**config.mk**
```make
export PLATFORM = sky130hd
export DESIGN_NAME = i2c_master_seq
export DESIGN_NICKNAME = d
export VERILOG_FILES = /design/src/rtl/i2c_master_seq.sv
export SDC_FILE = /design/constraint.sdc
export NUM_CORES = 1
export LEC_CHECK = 0
export ABC_AREA = 1
export ABC_CLOCK_PERIOD_IN_PS = 5090
export BUFFER_PORTS_ARGS = -buffer_cell sky130_fd_sc_hd__buf_2
export CAP_MARGIN = 5
export CORE_MARGIN = 3
export CORE_UTILIZATION = 40
export CTS_CLUSTER_DIAMETER = 30
export DETAILED_ROUTE_END_ITERATION = 16
export RECOVER_POWER = 50
export SYNTH_ARGS = -nofsm -noshare
export SYNTH_HDL_FRONTEND = slang
export SYNTH_SLANG_ARGS = --single-unit
```
**constraint.sdc**
```tcl
create_clock -name clk -period 5.09 [get_ports clk]
set_clock_uncertainty 0.15 [all_clocks]
set_input_delay 0.7635 -clock clk [delete_from_list [all_inputs] [get_ports clk]]
set_output_delay 0.7635 -clock clk [all_outputs]
set_load 0.02 [all_outputs]
```
**src/rtl/i2c_master_seq.sv**
```systemverilog
// rtl/i2c_master_seq.sv - byte-level I2C master sequencer driving open-drain SCL/SDA
module i2c_master_seq #(
    parameter int DIV_STD  = 250,
    parameter int DIV_FAST = 63
) (
    input  logic       clk,
    input  logic       rst,
    input  logic [1:0] mode,
    input  logic       cmd_valid,
    output logic       cmd_ready,
    input  logic       cmd_start,
    input  logic       cmd_stop,
    input  logic       cmd_read,
    input  logic       cmd_nack,
    input  logic [7:0] wr_data,
    output logic [7:0] rd_data,
    output logic       ack_err,
    output logic       rsp_valid,
    output logic       busy,
    output logic       scl_o,
    output logic       sda_oe,
    input  logic       scl_i,
    input  logic       sda_i
);

    localparam int DIV_MAX = (DIV_STD > DIV_FAST) ? DIV_STD : DIV_FAST;
    localparam int CW      = (DIV_MAX > 2) ? $clog2(DIV_MAX) : 1;

    typedef enum logic [2:0] {
        S_IDLE,
        S_START,
        S_BIT,
        S_ACK,
        S_STOP,
        S_HOLD
    } state_t;

    state_t          r_state, w_state_nxt;
    logic [1:0]      r_q, w_q_nxt;
    logic [2:0]      r_bit, w_bit_nxt;
    logic [CW-1:0]   r_cnt;
    logic [CW-1:0]   w_div_m1;
    logic            r_fast, r_read, r_nack, r_stop;
    logic            r_samp, r_busy, r_rsp, r_ack_err;
    logic [7:0]      r_shift, r_rd_data;
    logic            w_accept, w_run, w_stretch, w_tick, w_done;

    assign w_div_m1  = r_fast ? CW'(DIV_FAST - 1) : CW'(DIV_STD - 1);
    assign cmd_ready = (r_state == S_IDLE) || (r_state == S_HOLD);
    assign w_accept  = cmd_valid && cmd_ready;
    assign w_run     = !cmd_ready;
    // A slave holding SCL low while we have released it freezes the quarter.
    assign w_stretch = !scl_i && ((((r_state == S_BIT) || (r_state == S_ACK)) && (r_q == 2'd2))
                                  || ((r_state == S_STOP) && (r_q == 2'd1)));
    assign w_tick    = w_run && !w_stretch && (r_cnt == w_div_m1);

    assign rd_data   = r_rd_data;
    assign ack_err   = r_ack_err;
    assign rsp_valid = r_rsp;
    assign busy      = r_busy;

    always_comb begin
        w_state_nxt = r_state;
        w_q_nxt     = r_q;
        w_bit_nxt   = r_bit;
        w_done      = 1'b0;
        scl_o       = 1'b1;
        sda_oe      = 1'b0;
        case (r_state)
            S_IDLE: begin
                if (w_accept) begin
                    w_state_nxt = S_START;
                    w_q_nxt     = 2'd0;
                    w_bit_nxt   = 3'd7;
                end
            end
            S_HOLD: begin
                scl_o = 1'b0;
                if (w_accept) begin
                    w_state_nxt = cmd_start ? S_START : S_BIT;
                    w_q_nxt     = 2'd0;
                    w_bit_nxt   = 3'd7;
                end
            end
            S_START: begin
                scl_o  = (r_q == 2'd1) || (r_q == 2'd2);
                sda_oe = r_q[1];
                if (w_tick) begin
                    w_q_nxt = r_q + 2'd1;
                    if (r_q == 2'd3) begin
                        w_state_nxt = S_BIT;
                        w_bit_nxt   = 3'd7;
                    end
                end
            end
            S_BIT: begin
                scl_o  = (r_q != 2'd0);
                sda_oe = !r_read && !r_shift[7];
                if (w_tick) begin
                    w_q_nxt = r_q + 2'd1;
                    if (r_q == 2'd3) begin
                        if (r_bit == 3'd0) begin
                            w_state_nxt = S_ACK;
                        end else begin
                            w_bit_nxt = r_bit - 3'd1;
                        end
                    end
                end
            end
            S_ACK: begin
                scl_o  = (r_q != 2'd0);
                sda_oe = r_read && !r_nack;
                if (w_tick) begin
                    w_q_nxt = r_q + 2'd1;
                    if (r_q == 2'd3) begin
                        if (r_stop) begin
                            w_state_nxt = S_STOP;
                        end else begin
                            w_state_nxt = S_HOLD;
                            w_done      = 1'b1;
                        end
                    end
                end
            end
            S_STOP: begin
                scl_o  = (r_q != 2'd0);
                sda_oe = (r_q != 2'd2);
                if (w_tick) begin
                    if (r_q == 2'd2) begin
                        w_state_nxt = S_IDLE;
                        w_q_nxt     = 2'd0;
                        w_done      = 1'b1;
                    end else begin
                        w_q_nxt = r_q + 2'd1;
                    end
                end
            end
            default: w_state_nxt = S_IDLE;
        endcase
    end

    always_ff @(posedge clk) begin
        if (rst) begin
            r_state   <= S_IDLE;
            r_q       <= 2'd0;
            r_bit     <= 3'd0;
            r_cnt     <= '0;
            r_fast    <= 1'b0;
            r_read    <= 1'b0;
            r_nack    <= 1'b0;
            r_stop    <= 1'b0;
            r_samp    <= 1'b0;
            r_busy    <= 1'b0;
            r_rsp     <= 1'b0;
            r_ack_err <= 1'b0;
            r_shift   <= 8'd0;
            r_rd_data <= 8'd0;
        end else begin
            r_state <= w_state_nxt;
            r_q     <= w_q_nxt;
            r_bit   <= w_bit_nxt;
            r_rsp   <= w_done;
            if (!w_run || w_stretch || w_tick) begin
                r_cnt <= '0;
            end else begin
                r_cnt <= r_cnt + CW'(1);
            end
            if (w_accept) begin
                r_fast  <= (mode == 2'd1);
                r_read  <= cmd_read;
                r_nack  <= cmd_nack;
                r_stop  <= cmd_stop;
                r_shift <= wr_data;
            end
            if (w_tick && ((r_state == S_BIT) || (r_state == S_ACK)) && (r_q == 2'd2)) begin
                r_samp <= sda_i;
            end
            // Write bits leave from the MSB while the sampled bus bit enters at the LSB.
            if (w_tick && (r_state == S_BIT) && (r_q == 2'd3)) begin
                r_shift <= {r_shift[6:0], r_samp};
            end
            if (w_tick && (r_state == S_START) && (r_q == 2'd1)) begin
                r_busy <= 1'b1;
            end
            if (w_done) begin
                r_rd_data <= r_shift;
                r_ack_err <= !r_read && r_samp;
                if (r_state == S_STOP) begin
                    r_busy <= 1'b0;
                end
            end
        end
    end

endmodule

```
==> results_dict.tcl <==
set metrics [dict create \
    status "finished, final reports clean" \
    cp-start-kind "register" \
    synth_cell_types 29 \
    die_area_um2 6220 \
    cap_violations 0 \
    fmaxAchievable_mhz 396 \
    vdd_drop_max_uv 158 \
    hold_class "register to register" \
    cts_max_level 2 \
    fin_crit_sh_pct 49.6 \
    setup_ws_ps 2570 \
    drv_slew 0 \
    place_congestion 0.880 \
    finish.instance_area_um2 2430 \
    path_max_fanout 7 \
    die_w_um 78.9 \
    io_pins 33 \
    p_per_area_nw_per_um2 464 \
    dr.pass1.iters 4 \
    path_cells "nor2_2 > nand2_1 > inv_1 > nor2_1 > inv_1 > o221ai_1 > buf_2" \
    post-cts-setup-buffers 0 \
    cts_root_buffer "clkbuf_8" \
    tns_ps 0 \
    nets 367 \
    syn_inst 309 \
    setup-violations-final 0 \
    critPathMostFrequentCell "inv_1" \
    cp-end-kind "primary output" \
    seq_area_frac_synth_pct 37.7 \
    drtAntennaViolNets 0 \
    grt_start_max_net_pins 22 \
    yosys-top-cells-area "dfxtp_1 (38%), nand2_1 (11%), nor2_1 (11%)" \
    placed_area_um2 2330 \
    period_minus_slack_ps 2520 \
    synth_top_area_share_pct 37.7 \
    numClockSinks 40 \
    synthArstFlopShare_pct 0 \
    crit_arrival_ps 1610 \
    core_area_um2 4910 \
    yosysWarnings 0 \
    synth_nets 336 \
    hold_ws_ps 309 \
    rsz0062_at_grt "false" \
    preCtsSetupSlack_ps 2680 \
    viasPerCell 4.67 \
    mostFrequentLayoutCells "nand2_1 (64), nor2_1 (64), inv_1 (41)" \
    hold_buffers 0 \
    hold_violations 0 \
    die_y_um 78.9 \
    clk_pin_slew_ps 80 \
    leakage_nw 1.15 \
    syn-mean-instance-area_um2 6.88 \
    drtIter0Drc 85 \
    syn-cell-area_um2 2120 \
    synth_top_flop_cell "dfxtp_1" \
    worstMarginPinSlew_ps 857 \
    critical-path-max-stage-delay_ps 390 \
    ys_ff_latch 40 \
    io_buffers 32 \
    grt_pass1_vias 1833 \
    initial_core_util_pct 43.3 \
    track_usage_pct 17.0 \
    cts_tree "done" \
    syn2layout_area_growth_pct 14.4 \
    grt-ovfl-total 0 \
    required_ps 4180 \
    relSlewSlack_pct 42.9 \
    crit_type "register to primary output" \
    vias 1906 \
    drc 0 \
    rows 25 \
    numCtsBuffers 5 \
    cpMaxStageDelayCell "dfxtp_1" \
    synth_largest_area_cell "dfxtp_1" \
    grt_antenna_before_repair 0 \
    clockBufferDepth 2 \
    wl_per_cell_um 11.8 \
    drive_above_1_share_pct 13.8 \
    clkLatencyLatePin_ps 290 \
    num_antenna_cells 0 \
    cts-resized-gates 0 \
    dpl.hpwl_um 3580 \
    grt_pass1_wl_um 8410 \
    synth_edf_count 0 \
    routed_wl_um 4820 \
]
-- worst paths after layout --
| kind | depth (start not counted) | slack, ps | start | to |
|---|---|---|---|---|
| max | 7 | 2570 | r_state[0] | scl_o |
| min | 2 | 310 | r_nack | r_nack |
| max reg2reg | 9 | 2570 | r_state[0] | r_shift[1] |
| min reg2reg | 2 | 310 | r_nack | r_nack |
-- flip-flops by register name, summed over array words and instances, names as in the netlist --
name       count
r_read         1
r_nack         1
r_stop         1
busy           1
rsp_valid      1
r_cnt          8
r_shift        8
r_state        3
r_fast         1
rd_data        8
ack_err        1
r_q            2
r_samp         1
r_bit          3
-- metrics by stage --
step	instances	utilization [%]	total power, W
3_3_place_gp	400	47.4	0.000856
3_5_place_dp	400	47.4	0.000857
4_1_cts	408	50.0	0.00115
5_1_grt	408	49.5	0.00123
2_1_floorplan	309	-	0.000757
6_report	408	49.5	0.00113
-- synthesized netlist by cell type (2+ instances only) --
cell type,n
dfxtp_1,40
nand2_2,2
nand3_1,15
buf_2,3
a31oi_1,2
o21ai_0,22
buf_4,2
clkbuf_1,3
nor2_1,63
a211oi_2,8
nor3_1,4
nand2_1,63
a21oi_1,9
nor2_2,2
inv_2,5
xnor2_1,3
ha_1,8
nand4_1,3
nor2_4,3
inv_1,40
-- critical path: cells and delay by family (launching register included) --
family          cells  cell delay [ps]
compound gates      1              100
flops               1              390
buf+inv             3              390
simple gates        3              440
-- routing by layer --
layer	up-vias	global-route usage, %	routed length [um]
li1	1030	-	-
met1	835	22.3	2300
met2	36	27.4	2240
met3	5	5.33	233
met4	0	4.12	51
met5	-	0	0
-- power by group --
part	switching (W)	leakage [nW]	internal, W	total [W]
registers	0.0000510	0.326	0.000366	0.000418
logic	0.000283	0.756	0.000144	0.000427
clock network	0.000111	0.0645	0.000173	0.000284
-- kinds of logic after synthesis --
group | share of synthesized area [%]
AO/OA/AOI/OAI | 14.0
XOR/XNOR | 1.65
AND/OR/NAND/NOR | 32.0
buffers and inverters | 9.89
adder cells (fa/ha/maj) | 4.71
flip-flops | 37.7
-- layout make-up --
| cell class | instances | area (um2) |
|---|---|---|
| inverters | 45 | 169 |
| clock buffers | 7 | 96.3 |
| fillers | 535 | 2480 |
| repair buffers | 32 | 145 |
| multi-input cells | 216 | 1100 |
| clock inverters | 1 | 30.0 |
| flip-flops and latches | 40 | 801 |
| well taps | 67 | 83.8 |
Note: power is estimated with default switching activity, not from simulation.
